`config.mk`:
```
export PLATFORM = sky130hd
export DESIGN_NAME = serial_adder
export DESIGN_NICKNAME = d
export VERILOG_FILES = /design/src/rtl/serial_adder.sv
export SDC_FILE = /design/constraint.sdc
export NUM_CORES = 1
export LEC_CHECK = 0
export ABC_AREA = 1
export ABC_CLOCK_PERIOD_IN_PS = 1500
export BUFFER_PORTS_ARGS = -buffer_cell sky130_fd_sc_hd__buf_2
export CORE_AREA = 2 2 65 67
export DETAILED_ROUTE_END_ITERATION = 10
export DIE_AREA = 0 0 67 69
export GPL_TIMING_DRIVEN = 0
export PLACE_DENSITY = 0.65
export SLEW_MARGIN = 10
export SYNTH_ARGS = -nofsm -noshare
export SYNTH_HDL_FRONTEND = slang
export SYNTH_SLANG_ARGS = --single-unit
```
`constraint.sdc`:
```
create_clock -name clk -period 1.5 [get_ports clk]
set_clock_uncertainty 0.1 [all_clocks]
set_input_delay 0.225 -clock clk [delete_from_list [all_inputs] [get_ports clk]]
set_output_delay 0.225 -clock clk [all_outputs]
set_load 0.05 [all_outputs]
```
`src/rtl/serial_adder.sv`:
```
`default_nettype none
// ============================================================================
//  Module      : serial_adder
//  Description : Bit-serial adder. On an accepted start the operands and
//                carry-in are captured, then one full-adder step is performed
//                per clock, LSB first, for WIDTH cycles. The registered
//                result (sum, cout) is loaded on the edge that enters DONE,
//                and done pulses for that single cycle.
//
//  Ports
//    clk      in   1      clock, rising-edge active
//    rst_n    in   1      asynchronous active-low reset
//    start    in   1      begin an addition (honoured only in IDLE)
//    a, b     in   WIDTH  addends, captured on an accepted start
//    cin      in   1      carry-in, captured on an accepted start
//    busy     out  1      high during the WIDTH ADD cycles
//    done     out  1      one-cycle pulse, result available
//    sum      out  WIDTH  registered (a+b+cin) mod 2^WIDTH
//    cout     out  1      registered carry-out
//    s_bit    out  1      serial sum bit of the current ADD cycle
//    s_valid  out  1      qualifies s_bit, high exactly in ADD cycles
//
//  Revision    : 1.0  initial release
// ============================================================================
module serial_adder #(
    parameter int WIDTH = 8
) (
    input  logic             clk,
    input  logic             rst_n,
    input  logic             start,
    input  logic [WIDTH-1:0] a,
    input  logic [WIDTH-1:0] b,
    input  logic             cin,
    output logic             busy,
    output logic             done,
    output logic [WIDTH-1:0] sum,
    output logic             cout,
    output logic             s_bit,
    output logic             s_valid
);

    // Counter must be able to hold WIDTH without wrapping.
    localparam int                 CNT_W    = $clog2(WIDTH + 1);
    localparam logic [CNT_W-1:0]   LAST_BIT = CNT_W'(WIDTH - 1);
    localparam logic [CNT_W-1:0]   CNT_ONE  = CNT_W'(1);

    typedef enum logic [1:0] {
        ST_IDLE = 2'd0,
        ST_ADD  = 2'd1,
        ST_DONE = 2'd2
    } state_e;

    state_e           state_q,  state_d;
    logic [WIDTH-1:0] a_sh_q,   a_sh_d;
    logic [WIDTH-1:0] b_sh_q,   b_sh_d;
    logic [WIDTH-1:0] res_q,    res_d;
    logic [WIDTH-1:0] sum_q,    sum_d;
    logic             carry_q,  carry_d;
    logic             cout_q,   cout_d;
    logic [CNT_W-1:0] cnt_q,    cnt_d;

    // One full-adder slice operating on the current LSBs and running carry.
    logic             fa_s;
    logic             fa_c;
    logic             fa_p;

    assign fa_p = a_sh_q[0] ^ b_sh_q[0];
    assign fa_s = fa_p ^ carry_q;
    assign fa_c = (a_sh_q[0] & b_sh_q[0]) | (carry_q & fa_p);

    // ------------------------------------------------------------------------
    // State and datapath registers
    // ------------------------------------------------------------------------
    always_ff @(posedge clk or negedge rst_n) begin
        if (!rst_n) begin
            state_q <= ST_IDLE;
            a_sh_q  <= '0;
            b_sh_q  <= '0;
            res_q   <= '0;
            sum_q   <= '0;
            carry_q <= 1'b0;
            cout_q  <= 1'b0;
            cnt_q   <= '0;
        end else begin
            state_q <= state_d;
            a_sh_q  <= a_sh_d;
            b_sh_q  <= b_sh_d;
            res_q   <= res_d;
            sum_q   <= sum_d;
            carry_q <= carry_d;
            cout_q  <= cout_d;
            cnt_q   <= cnt_d;
        end
    end

    // ------------------------------------------------------------------------
    // Next-state and datapath logic
    // ------------------------------------------------------------------------
    always_comb begin
        state_d = state_q;
        a_sh_d  = a_sh_q;
        b_sh_d  = b_sh_q;
        res_d   = res_q;
        sum_d   = sum_q;
        carry_d = carry_q;
        cout_d  = cout_q;
        cnt_d   = cnt_q;

        case (state_q)
            ST_IDLE: begin
                if (start) begin
                    a_sh_d  = a;
                    b_sh_d  = b;
                    carry_d = cin;
                    cnt_d   = '0;
                    state_d = ST_ADD;
                end
            end

            ST_ADD: begin
                a_sh_d  = a_sh_q >> 1;
                b_sh_d  = b_sh_q >> 1;
                carry_d = fa_c;
                // Sum bits enter at the MSB so that after WIDTH shifts the
                // first (LSB) bit has reached position 0.
                res_d   = {fa_s, res_q[WIDTH-1:1]};
                cnt_d   = cnt_q + CNT_ONE;
                if (cnt_q == LAST_BIT) begin
                    // Take the last bit straight from the adder so sum
                    // carries the complete result on the DONE edge.
                    sum_d   = {fa_s, res_q[WIDTH-1:1]};
                    cout_d  = fa_c;
                    state_d = ST_DONE;
                end
            end

            ST_DONE: begin
                state_d = ST_IDLE;
            end

            default: begin
                state_d = ST_IDLE;
            end
        endcase
    end

    // ------------------------------------------------------------------------
    // Outputs
    // ------------------------------------------------------------------------
    assign busy    = (state_q == ST_ADD);
    assign s_valid = (state_q == ST_ADD);
    assign s_bit   = (state_q == ST_ADD) & fa_s;
    assign done    = (state_q == ST_DONE);
    assign sum     = sum_q;
    assign cout    = cout_q;

endmodule
`default_nettype wire

```
==> metrics.txt, run 1 <==
# TYPE chip_impl_metric gauge
chip_impl_metric{name="pwr-share-clk",unit="%"} 16.2
chip_impl_metric{name="syn_area",unit="um2"} 1700
chip_impl_metric{name="port_buffers",unit=""} 32
chip_impl_info{name="timing.rr.end",value="res_q[7]"} 1
chip_impl_metric{name="floorplan.initialDensity",unit="%"} 43.4
chip_impl_metric{name="finalNetCount",unit=""} 254
chip_impl_metric{name="worst-r2r-setup-slack",unit="ns"} 0.08
chip_impl_metric{name="count_of_tritonroute_iterations_in_the_first_routing_pass",unit=""} 4
chip_impl_metric{name="ys_types",unit=""} 19
chip_impl_info{name="rsz0062_at_grt",value="yes"} 1
chip_impl_metric{name="inserted_clock_buffers",unit=""} 5
chip_impl_metric{name="synthesized_area_fraction_occupied_by_ao_oa_aoi_and_oai_cells",unit="%"} 2.95
chip_impl_metric{name="worst-r2r-cell-count",unit=""} 4
chip_impl_metric{name="vdd_ir_drop_max",unit="V"} 0.000983
chip_impl_metric{name="synth_async_sr_flop_share",unit="%"} 100
chip_impl_metric{name="insertion_delay",unit="ns"} 0.29
chip_impl_info{name="violated_checks",value="negative setup slack"} 1
chip_impl_metric{name="hold_depth",unit=""} 3
chip_impl_metric{name="crit_path_max_incr_delay",unit="ns"} 0.59
chip_impl_metric{name="fp.dieArea",unit="um2"} 4620
chip_impl_metric{name="maxSlewViolCount",unit=""} 0
chip_impl_metric{name="synth_seq_area_share",unit="%"} 57.4
chip_impl_metric{name="cp_data_required_time",unit="ns"} 1.17
chip_impl_metric{name="num_antenna_cells",unit=""} 0
chip_impl_metric{name="ys.warnings.count",unit=""} 0
chip_impl_metric{name="grt_usage",unit="%"} 17.0
chip_impl_metric{name="power_leakage",unit="nW"} 1.07
chip_impl_metric{name="wire_length_of_the_first_global_routing_pass",unit="mm"} 5.94
chip_impl_metric{name="arrival_worst_endpoint",unit="ns"} 1.60
chip_impl_metric{name="grt_antenna_before_repair",unit=""} 0
chip_impl_metric{name="synth_nets",unit=""} 211
chip_impl_metric{name="dp_slack",unit="ns"} -0.197
chip_impl_metric{name="synth_simple_gate_area_share",unit="%"} 31.6
chip_impl_info{name="postSynth.topFlopCell",value="dfrtp_1"} 1
chip_impl_metric{name="internal_portion_of_total_power",unit="mW"} 2.66
chip_impl_info{name="worst_hold_startpoint",value="b[7]"} 1
chip_impl_metric{name="dp_cells",unit=""} 271
chip_impl_metric{name="drc",unit=""} 0
chip_impl_info{name="synthMostInstantiatedCell",value="nand2_1"} 1
chip_impl_metric{name="chipHeight",unit="um"} 69
chip_impl_metric{name="synthCells",unit=""} 189
chip_impl_metric{name="max_clock_freq",unit="MHz"} 520
chip_impl_metric{name="routedWlPerCell",unit="um"} 12.7
chip_impl_metric{name="report.final.setup_viol",unit=""} 1
chip_impl_metric{name="switching_share",unit="%"} 44.6
chip_impl_metric{name="cts.path.max_buffers",unit=""} 2
chip_impl_metric{name="htree_num_levels",unit=""} 2
chip_impl_info{name="worstSetupEndpointType",value="primary output"} 1
chip_impl_metric{name="post_synth_fa_ha_maj_area_fraction",unit="%"} 1.91
chip_impl_metric{name="worst-slew-pin-transition",unit="ns"} 0.868
chip_impl_metric{name="postSynthAreaPerCell",unit="um2"} 8.99
chip_impl_metric{name="drt_iter0_markers",unit=""} 65
chip_impl_metric{name="area_used_by_multi_input_combinational_logic",unit="um2"} 644
chip_impl_info{name="slowest_stage",value="fa_1"} 1
chip_impl_info{name="worstSetupStartpointType",value="flip-flop"} 1
chip_impl_metric{name="clk_pin_slew",unit="ns"} 0.07
chip_impl_metric{name="hpwl",unit="mm"} 2.38
chip_impl_metric{name="proportion_of_layout_cells_with_a_drive_suffix_above_1",unit="%"} 26.6
chip_impl_metric{name="num_rows",unit=""} 23
chip_impl_metric{name="final.setup.worst_slack",unit="ns"} -0.423
chip_impl_metric{name="maxCapViolCount",unit=""} 0
chip_impl_metric{name="die_width",unit="um"} 67
chip_impl_metric{name="core_area",unit="um2"} 3910
chip_impl_metric{name="via_count",unit=""} 1365
chip_impl_metric{name="routabilityCongestion",unit=""} 0.798
chip_impl_metric{name="grt_overflow",unit=""} 0
chip_impl_metric{name="netlist.area_leader.share",unit="%"} 57.4
chip_impl_metric{name="top_level_ports",unit=""} 33
chip_impl_metric{name="seq_power_share",unit="%"} 36.9
chip_impl_metric{name="slew-limit-headroom",unit="%"} 42.2
chip_impl_metric{name="power_density",unit="nW/um2"} 2300
chip_impl_metric{name="vias_in_the_first_global_route",unit=""} 1281
chip_impl_metric{name="path_max_fanout",unit=""} 2
chip_impl_info{name="critPathKind",value="flip-flop to primary output"} 1
chip_impl_metric{name="synthToLayoutAreaGrowth",unit="%"} 22.7
chip_impl_metric{name="final_core_density",unit="%"} 53.3
chip_impl_metric{name="whs",unit="ns"} 0.0272
chip_impl_metric{name="grt_start_max_net_pins",unit=""} 40
chip_impl_metric{name="stdcell_count",unit=""} 283
chip_impl_metric{name="synth-edff-count",unit=""} 0
chip_impl_info{name="tritoncts_clock_tree",value="built"} 1
chip_impl_metric{name="mux_share_of_post_synthesis_cell_area",unit="%"} 0
chip_impl_info{name="yosys.area.top_type",value="dfrtp_1"} 1
chip_impl_info{name="most_area_consuming_cells_after_synthesis",value="dfrtp_1 57%, nand2_1 16%, nand3_1 11%, buf_6 2.0%, buf_2 1.5%"} 1
chip_impl_metric{name="power_frac_comb",unit="%"} 47.0
chip_impl_info{name="min_path_type",value="input port to flip-flop"} 1
chip_impl_metric{name="synth_xor_area_share",unit="%"} 0.515
chip_impl_info{name="post_synth_most_frequent_cells",value="74 x nand2_1, 39 x dfrtp_1, 39 x nand3_1"} 1
chip_impl_metric{name="yosys_register_bits",unit=""} 39
chip_impl_metric{name="setup_tns",unit="ns"} -0.423
chip_impl_info{name="synth_top_family_by_area",value="simple AND/OR/NAND/NOR gates"} 1
chip_impl_metric{name="power.net_switching",unit="mW"} 2.14
chip_impl_metric{name="totalWireLength",unit="mm"} 3.58
chip_impl_info{name="worst_hold_endpoint",value="b_sh_q[7]"} 1
chip_impl_info{name="regToRegStartpoint",value="carry_q"} 1
chip_impl_metric{name="vias_per_cell",unit=""} 4.82
chip_impl_info{name="outcome",value="finished with violations"} 1
chip_impl_info{name="path_cells",value="fa_1, inv_2, nor2_4, buf_6"} 1
chip_impl_metric{name="numClockSinks",unit=""} 39
chip_impl_metric{name="layout.filler_cells",unit=""} 403
chip_impl_metric{name="fin_crit",unit="ns"} 1.92
chip_impl_metric{name="final_min_period_over_clock_period",unit="%"} 128
chip_impl_info{name="cts_root_buffer",value="clkbuf_8"} 1
chip_impl_metric{name="hold_violations",unit=""} 0
chip_impl_metric{name="route.antenna.remaining_nets",unit=""} 0
chip_impl_metric{name="layout.area.seq",unit="um2"} 977
[area by class of cell]
cell class                 count  share of cell area (%)
clock buffer                   8                    4.80
tap                           50                    3.00
inverter                       7                    1.62
buffer                         7                    2.28
multi-input combinational    135                    30.9
sequential                    39                    46.9
timing repair buffer          37                    10.5
[metrics by stage]
step           cell area, um2  power, mW
2_1_floorplan            1710       3.39
3_3_place_gp             1930       3.86
3_5_place_dp             1930       3.92
4_1_cts                  2080       4.83
5_1_grt                  2080       5.12
6_report                 2080       4.80
[routing by layer]
layer  wire [um]  vias up  track usage, %  share of wire, %
met2        1660       24            25.0                46
met4          55        0            6.12               1.5
met1        1720      639            23.7                48
met5           0        -               0                 0
li1            -      697               -                 -
met3         140        5            5.06               3.9
[registers in the layout, indices dropped and copies added (netlist names)]
name and flops:
carry_q 1, cout 1, res_q 7, a_sh_q 8
cnt_q 4, b_sh_q 8, state_q 2, sum 8
[cell usage in the layout, fill, tap and decap left out]
cell type,count
buf_2,34
buf_4,5
buf_6,3
buf_8,1
clkbuf_1,1
clkbuf_8,7
dfrtp_1,38
dfrtp_2,1
dlygate4sd3_1,1
fa_1,1
ha_1,1
inv_1,4
inv_2,2
inv_8,1
nand2_1,74
nand2_2,3
nand2_4,1
nand3_1,39
nand4_1,1
nor2_1,1
nor2_2,1
nor2_4,3
o21ai_0,3
o21ai_1,4
o21bai_1,2
xnor2_1,1
[power groups by stage]
stage / clock network, mW / registers, mW / logic (mW)
floorplan: 0 / 2.14 / 1.25
global placement: 0 / 1.77 / 2.09
detailed placement: 0 / 1.78 / 2.13
CTS: 0.790 / 1.76 / 2.27
global route: 0.838 / 1.82 / 2.46
finish: 0.776 / 1.77 / 2.25
[timing repair]
action,CTS,global route
buffers inserted,3,1
setup endpoints to repair,3,8
hold buffers,1,0
hold endpoints to repair,39,0
pin swaps,1,2
cloned,0,1
resized for setup,10,2
[worst max-delay path, delay by kind of cell, from the launching register on]
kind / cells / cell delay, ns
adders and majority gates: 1 / 0.59
buffers and inverters: 2 / 0.21
DFF: 1 / 0.40
and+or+nand+nor: 1 / 0.10
[worst max path at each step]
| stage | start | to | slack [ns] | cells past startpoint |
|---|---|---|---|---|
| 6_report | carry_q | s_bit | -0.42 | 4 |
| 5_1_grt | carry_q | s_bit | -0.50 | 4 |
| 4_1_cts | carry_q | s_bit | -0.43 | 4 |
| 3_5_place_dp | carry_q | s_bit | -0.20 | 4 |
| 3_3_place_gp | carry_q | s_bit | -0.20 | 4 |
| 2_1_floorplan | carry_q | res_q[7] | -0.09 | 4 |
[cells by family after synthesis]
kind of cell    Yosys count
simple gates            122
flops                    39
buf+inv                  16
compound gates            9
fa+ha+maj                 2
xor+xnor                  1
Power figures use the tool's default switching activity.
==> run 2, diff against run 1 <==
--- a/config.mk
+++ b/config.mk
@@ -6,13 +6,14 @@
 export NUM_CORES = 1
 export LEC_CHECK = 0
 export ABC_AREA = 1
-export ABC_CLOCK_PERIOD_IN_PS = 1500
+export ABC_CLOCK_PERIOD_IN_PS = 1700
 export BUFFER_PORTS_ARGS = -buffer_cell sky130_fd_sc_hd__buf_2
 export CORE_AREA = 2 2 65 67
+export CTS_BUF_LIST = sky130_fd_sc_hd__clkbuf_16
 export DETAILED_ROUTE_END_ITERATION = 10
 export DIE_AREA = 0 0 67 69
 export GPL_TIMING_DRIVEN = 0
-export PLACE_DENSITY = 0.65
+export PLACE_DENSITY = 0.68
 export SLEW_MARGIN = 10
 export SYNTH_ARGS = -nofsm -noshare
 export SYNTH_HDL_FRONTEND = slang
==> constraint.sdc (replaced) <==
create_clock -name clk -period 1.7 [get_ports clk]
set_clock_uncertainty 0.1 [all_clocks]
set_input_delay 0.255 -clock clk [delete_from_list [all_inputs] [get_ports clk]]
set_output_delay 0.255 -clock clk [all_outputs]
set_load 0.05 [all_outputs]
==> run 2 against run 1 <==
Effect of this change: the flow finishes with violations (negative hold slack, negative setup slack); sequential cell count stayed put; sequential power fell by 11%; non-clock buffer count shrank 1; global-route usage grew 0.62 points; via count fell by 0.22%; total power fell by 8.1%; setup slack improved by 0.19 ns; core utilization rose by 0.45 points; cell area rose by 0.84%.
==> metrics.txt, run 2 (same netlist as run 1, synthesis figures left out) <==
# TYPE chip_impl_metric gauge
chip_impl_metric{name="clk_pin_slew",unit="ns"} 0.06
chip_impl_metric{name="top_level_ports",unit=""} 33
chip_impl_metric{name="numClockSinks",unit=""} 39
chip_impl_metric{name="totalWireLength",unit="mm"} 3.57
chip_impl_metric{name="cts.path.max_buffers",unit=""} 2
chip_impl_metric{name="final_min_period_over_clock_period",unit="%"} 114
chip_impl_info{name="min_path_type",value="input port to async pin"} 1
chip_impl_metric{name="routabilityCongestion",unit=""} 0.753
chip_impl_info{name="timing.rr.end",value="res_q[7]"} 1
chip_impl_metric{name="fin_crit",unit="ns"} 1.93
chip_impl_metric{name="layout.cell_area.non_filler",unit="um2"} 2100
chip_impl_metric{name="chipHeight",unit="um"} 69
chip_impl_metric{name="stdcell_count",unit=""} 281
chip_impl_metric{name="synthToLayoutAreaGrowth",unit="%"} 23.7
chip_impl_metric{name="path_max_fanout",unit=""} 2
chip_impl_metric{name="wire_length_of_the_first_global_routing_pass",unit="mm"} 6.32
chip_impl_metric{name="via_count",unit=""} 1362
chip_impl_metric{name="core_area",unit="um2"} 3910
chip_impl_metric{name="routedWlPerCell",unit="um"} 12.7
chip_impl_metric{name="whs",unit="ns"} -0.00896
chip_impl_metric{name="port_buffers",unit=""} 32
chip_impl_metric{name="maxSlewViolCount",unit=""} 0
chip_impl_metric{name="cp_data_required_time",unit="ns"} 1.34
chip_impl_metric{name="count_of_tritonroute_iterations_in_the_first_routing_pass",unit=""} 4
chip_impl_metric{name="worst-r2r-setup-slack",unit="ns"} 0.27
chip_impl_metric{name="vias_in_the_first_global_route",unit=""} 1388
chip_impl_metric{name="die_width",unit="um"} 67
chip_impl_info{name="violated_checks",value="negative hold slack, negative setup slack"} 1
chip_impl_metric{name="num_rows",unit=""} 23
chip_impl_metric{name="worst-r2r-cell-count",unit=""} 4
chip_impl_info{name="most_frequent_standard_cell_in_the_layout_excluding_fill_and_tap_cells",value="nand2_1"} 1
chip_impl_metric{name="grt_usage",unit="%"} 17.6
chip_impl_info{name="worstSetupStartpointType",value="flip-flop"} 1
chip_impl_metric{name="final_core_density",unit="%"} 53.7
chip_impl_info{name="critPathKind",value="flip-flop to primary output"} 1
chip_impl_metric{name="slew-limit-headroom",unit="%"} 43.0
chip_impl_info{name="worstSetupEndpointType",value="primary output"} 1
chip_impl_metric{name="final.setup.worst_slack",unit="ns"} -0.232
chip_impl_metric{name="finalNetCount",unit=""} 252
chip_impl_metric{name="max_clock_freq",unit="MHz"} 518
chip_impl_metric{name="power_leakage",unit="nW"} 1.09
chip_impl_metric{name="drc",unit=""} 0
chip_impl_metric{name="total_power",unit="mW"} 4.41
chip_impl_metric{name="dp_slack",unit="ns"} -0.0706
chip_impl_info{name="mostFrequentLayoutCells",value="74 x nand2_1, 39 x nand3_1, 38 x dfrtp_1, 35 x buf_2, 6 x inv_1"} 1
chip_impl_metric{name="proportion_of_layout_cells_with_a_drive_suffix_above_1",unit="%"} 25.5
chip_impl_metric{name="hpwl",unit="mm"} 2.35
chip_impl_metric{name="grt_start_max_net_pins",unit=""} 40
chip_impl_metric{name="drt_iter0_markers",unit=""} 93
chip_impl_metric{name="inserted_clock_buffers",unit=""} 5
chip_impl_metric{name="vias_per_cell",unit=""} 4.85
chip_impl_info{name="rsz0062_at_grt",value="yes"} 1
chip_impl_info{name="regToRegStartpoint",value="a_sh_q[0]"} 1
chip_impl_metric{name="htree_num_levels",unit=""} 2
chip_impl_metric{name="insertion_delay",unit="ns"} 0.28
chip_impl_info{name="tritoncts_clock_tree",value="built"} 1
chip_impl_metric{name="fp.dieArea",unit="um2"} 4620
chip_impl_metric{name="maxCapViolCount",unit=""} 0
chip_impl_metric{name="num_antenna_cells",unit=""} 0
chip_impl_info{name="cts_root_buffer",value="clkbuf_16"} 1
chip_impl_metric{name="report.final.setup_viol",unit=""} 1
chip_impl_metric{name="worst-slew-pin-transition",unit="ns"} 0.855
chip_impl_metric{name="arrival_worst_endpoint",unit="ns"} 1.58
chip_impl_info{name="outcome",value="finished with violations"} 1
chip_impl_metric{name="post_cts_hold_buffer_count",unit=""} 0
chip_impl_metric{name="grt_antenna_before_repair",unit=""} 0
chip_impl_metric{name="vdd_ir_drop_max",unit="V"} 0.00101
chip_impl_metric{name="hold_violations",unit=""} 39
chip_impl_metric{name="dp_cells",unit=""} 271
chip_impl_metric{name="route.antenna.remaining_nets",unit=""} 0
chip_impl_metric{name="placed_area",unit="um2"} 1930
chip_impl_metric{name="grt_overflow",unit=""} 0
chip_impl_metric{name="power_density",unit="nW/um2"} 2100
chip_impl_metric{name="floorplan.initialDensity",unit="%"} 43.4
==> run 2: power by group <==
| part | switching [mW] | leakage [nW] | internal (mW) |
|---|---|---|---|
| combinational | 1.31 | 0.522 | 0.660 |
| clock | 0.340 | 0.0762 | 0.529 |
| sequential | 0.250 | 0.495 | 1.32 |
| total | 1.90 | 1.09 | 2.51 |
==> run 2: per-layer routing <==
metal	wire length (um)	track usage (%)	up-vias
li1	-	-	690
met1	1580	24.3	641
met2	1790	28.2	27
met3	165	2.94	4
met4	34	5.44	0
met5	0	0	-
==> run 2: worst max path at each step <==
stage	from	to	cells past startpoint
after floorplan	a_sh_q[0]	s_bit	3
after global placement	a_sh_q[0]	s_bit	4
after detailed placement	a_sh_q[0]	s_bit	4
after CTS	carry_q	s_bit	4
after global routing	a_sh_q[0]	s_bit	4
final	a_sh_q[0]	s_bit	4
==> run 2: final cells by class <==
class / count / area (um2)
plain buffers: 9 / 66.3
clock buffers: 5 / 125
clock inverters: 3 / 12.5
fillers: 385 / 1810
inverters: 7 / 31.3
multi-input cells: 134 / 636
flip-flops and latches: 39 / 977
well taps: 50 / 62.6
repair buffers: 34 / 191
==> run 2: what timing repair did <==
| item | 4_1_cts | 5_1_grt |
|---|---|---|
| endpoints found under the setup margin | 3 | 1 |
| setup buffers | 1 | 1 |
| gates resized for setup | 8 | 1 |
| pin swaps | 3 | 1 |
==> run 2: critical path, cell delays in order (launching register included) <==
cell and delay [ns]:
dfrtp_1 0.40, fa_1 0.59, inv_2 0.05, nor2_4 0.11
buf_8 0.15
==> run 2: metrics by stage <==
step,hold WS [ns],TNS [ns]
floorplan,-0.141,0
global placement,0.313,-0.0804
detailed placement,0.313,-0.0706
CTS,0.0221,-0.245
global route,0.0700,-0.277
finish,-0.00896,-0.232
==> run 3, diff against run 2 <==
--- a/config.mk
+++ b/config.mk
@@ -12,7 +12,6 @@
 export CTS_BUF_LIST = sky130_fd_sc_hd__clkbuf_16
 export DETAILED_ROUTE_END_ITERATION = 10
 export DIE_AREA = 0 0 67 69
-export GPL_TIMING_DRIVEN = 0
 export PLACE_DENSITY = 0.68
 export SLEW_MARGIN = 10
 export SYNTH_ARGS = -nofsm -noshare
==> run 3 against run 2 <==
Effect of this change: the flow finishes with violations (negative setup slack); maximum frequency is 0.69% higher; via count grew 0.95%; core utilization up 0.83 points; largest power group unchanged; final cell count shrank 1.4%; cell area grew 1.5%; sequential share of layout area shrank 0.77 points; count of clock-buffer cells in the layout stayed put; register-to-register slack hardly changed; sequential cell count unchanged; sequential power is essentially flat; clock power is 36% higher; combinational power fell by 4%.
==> metrics.txt, run 3 (same netlist as run 1, synthesis figures left out) <==
# TYPE chip_impl_metric gauge
chip_impl_info{name="rsz0062_at_grt",value="yes"} 1
chip_impl_metric{name="chipHeight",unit="um"} 69
chip_impl_metric{name="port_buffers",unit=""} 32
chip_impl_metric{name="numClockSinks",unit=""} 39
chip_impl_metric{name="cp_data_required_time",unit="ns"} 1.34
chip_impl_metric{name="route.antenna.remaining_nets",unit=""} 0
chip_impl_metric{name="num_rows",unit=""} 23
chip_impl_info{name="cts_root_buffer",value="clkbuf_16"} 1
chip_impl_metric{name="final_min_period_over_clock_period",unit="%"} 113
chip_impl_metric{name="slew-limit-headroom",unit="%"} 71.5
chip_impl_metric{name="finalNetCount",unit=""} 248
chip_impl_info{name="critPathKind",value="flip-flop to primary output"} 1
chip_impl_metric{name="max_clock_freq",unit="MHz"} 521
chip_impl_metric{name="whs",unit="ns"} 0.0680
chip_impl_metric{name="routabilityCongestion",unit=""} 0.745
chip_impl_metric{name="inserted_clock_buffers",unit=""} 5
chip_impl_metric{name="power_density",unit="nW/um2"} 2170
chip_impl_metric{name="wire_length_of_the_first_global_routing_pass",unit="mm"} 5.79
chip_impl_metric{name="dp_cells",unit=""} 267
chip_impl_metric{name="floorplan.initialDensity",unit="%"} 43.4
chip_impl_metric{name="grt_antenna_before_repair",unit=""} 0
chip_impl_info{name="worstSetupEndpointType",value="primary output"} 1
chip_impl_metric{name="maxSlewViolCount",unit=""} 0
chip_impl_metric{name="fin_crit",unit="ns"} 1.92
chip_impl_info{name="outcome",value="finished with violations"} 1
chip_impl_metric{name="maxCapViolCount",unit=""} 0
chip_impl_info{name="mostFrequentLayoutCells",value="74 x nand2_1, 39 x nand3_1, 39 x dfrtp_1, 29 x buf_2, 7 x buf_4"} 1
chip_impl_metric{name="die_width",unit="um"} 67
chip_impl_metric{name="worst-slew-pin-transition",unit="ns"} 0.428
chip_impl_metric{name="drt_iter0_markers",unit=""} 91
chip_impl_metric{name="hold_violations",unit=""} 0
chip_impl_metric{name="via_count",unit=""} 1375
chip_impl_info{name="tritoncts_clock_tree",value="built"} 1
chip_impl_metric{name="count_of_tritonroute_iterations_in_the_first_routing_pass",unit=""} 4
chip_impl_metric{name="worst-r2r-setup-slack",unit="ns"} 0.28
chip_impl_metric{name="totalWireLength",unit="mm"} 3.36
chip_impl_info{name="critical_path_launch_point",value="a_sh_q[0]"} 1
chip_impl_info{name="regToRegStartpoint",value="a_sh_q[0]"} 1
chip_impl_metric{name="proportion_of_layout_cells_with_a_drive_suffix_above_1",unit="%"} 23.3
chip_impl_metric{name="grt_start_max_net_pins",unit=""} 23
chip_impl_metric{name="htree_num_levels",unit=""} 2
chip_impl_metric{name="routedWlPerCell",unit="um"} 12.1
chip_impl_metric{name="grt_overflow",unit=""} 0
chip_impl_metric{name="cts.path.max_buffers",unit=""} 2
chip_impl_metric{name="drc",unit=""} 0
chip_impl_info{name="worstSetupStartpointType",value="flip-flop"} 1
chip_impl_metric{name="report.final.setup_viol",unit=""} 1
chip_impl_metric{name="grt_usage",unit="%"} 16.2
chip_impl_metric{name="clk_pin_slew",unit="ns"} 0.05
chip_impl_metric{name="stdcell_count",unit=""} 277
chip_impl_metric{name="core_area",unit="um2"} 3910
chip_impl_info{name="worst_hold_startpoint",value="b[7]"} 1
chip_impl_metric{name="power_leakage",unit="nW"} 1.09
chip_impl_metric{name="insertion_delay",unit="ns"} 0.28
chip_impl_metric{name="fp.dieArea",unit="um2"} 4620
chip_impl_metric{name="path_max_fanout",unit=""} 2
chip_impl_info{name="violated_checks",value="negative setup slack"} 1
chip_impl_metric{name="vdd_ir_drop_max",unit="V"} 0.000770
chip_impl_metric{name="final.setup.worst_slack",unit="ns"} -0.218
chip_impl_metric{name="final_core_density",unit="%"} 54.5
chip_impl_metric{name="vias_in_the_first_global_route",unit=""} 1298
chip_impl_metric{name="hpwl",unit="mm"} 2.16
chip_impl_metric{name="top_level_ports",unit=""} 33
chip_impl_metric{name="num_antenna_cells",unit=""} 0
chip_impl_metric{name="arrival_worst_endpoint",unit="ns"} 1.56
chip_impl_metric{name="total_power",unit="mW"} 4.64
chip_impl_info{name="most_frequent_standard_cell_in_the_layout_excluding_fill_and_tap_cells",value="nand2_1"} 1
chip_impl_info{name="min_path_type",value="input port to flip-flop"} 1
chip_impl_metric{name="vias_per_cell",unit=""} 4.96
chip_impl_metric{name="synthToLayoutAreaGrowth",unit="%"} 25.6
-- run 3: changes by cell type in the layout (fill, tap and decap cells not counted), moves of 2 or more --
cell | previous run | this run
buf_4 | 3 | 7
buf_2 | 35 | 29
buf_6 | 4 | 0
bufinv_16 | 0 | 2
-- run 3: stage by stage --
stage,TNS [ns],instance area [um2],setup slack (ns)
3_5_place_dp,-0.0611,1910,-0.0611
6_report,-0.218,2130,-0.218
5_1_grt,-0.305,2130,-0.273
3_3_place_gp,-0.0496,1910,-0.0496
4_1_cts,-0.227,2120,-0.227
2_1_floorplan,0,1710,0.0664
-- run 3: report_power, final --
group	switching, mW	total [mW]	internal [mW]
registers	0.244	1.56	1.32
clock network	0.349	1.18	0.835
logic	1.28	1.89	0.619
-- run 3: repair_timing --
| action | in CTS | in global routing |
|---|---|---|
| pin swaps | 2 | 1 |
| hold endpoints to repair | 17 | 0 |
| hold buffers | 1 | 0 |
| endpoints found under the setup margin | 1 | 3 |
| gates resized for setup | 3 | 5 |
| buffers inserted | 0 | 1 |
-- run 3: critical path, stage by stage, from the launching register on --
cell	delay (ns)
dfrtp_1	0.40
fa_1	0.59
inv_2	0.05
nor2_4	0.10
buf_8	0.15
-- run 3: layer usage --
layer	up-vias	wire (um)	track usage (%)
met2	30	1630	25.4
met5	-	0	0
met4	0	52	6.80
met1	658	1560	21.2
li1	682	-	-
met3	5	122	3.92
-- run 3: worst paths after layout --
kind                              to  cells after the start
min in group asynchronous     sum[2]                      2
setup reg to reg            res_q[7]                      4
setup / recovery               s_bit                      4
hold reg to reg               sum[0]                      2
max in group asynchronous   res_q[2]                      3
hold / removal             b_sh_q[7]                      3
-- run 3: area by class of cell --
cell class | count | area (um2)
Multi-Input combinational cell | 134 | 636
Fill cell | 376 | 1780
Tap cell | 50 | 62.6
Inverter | 7 | 28.8
Clock buffer | 5 | 125
Timing Repair Buffer | 39 | 243
Sequential cell | 39 | 976
Clock inverter | 3 | 63.8
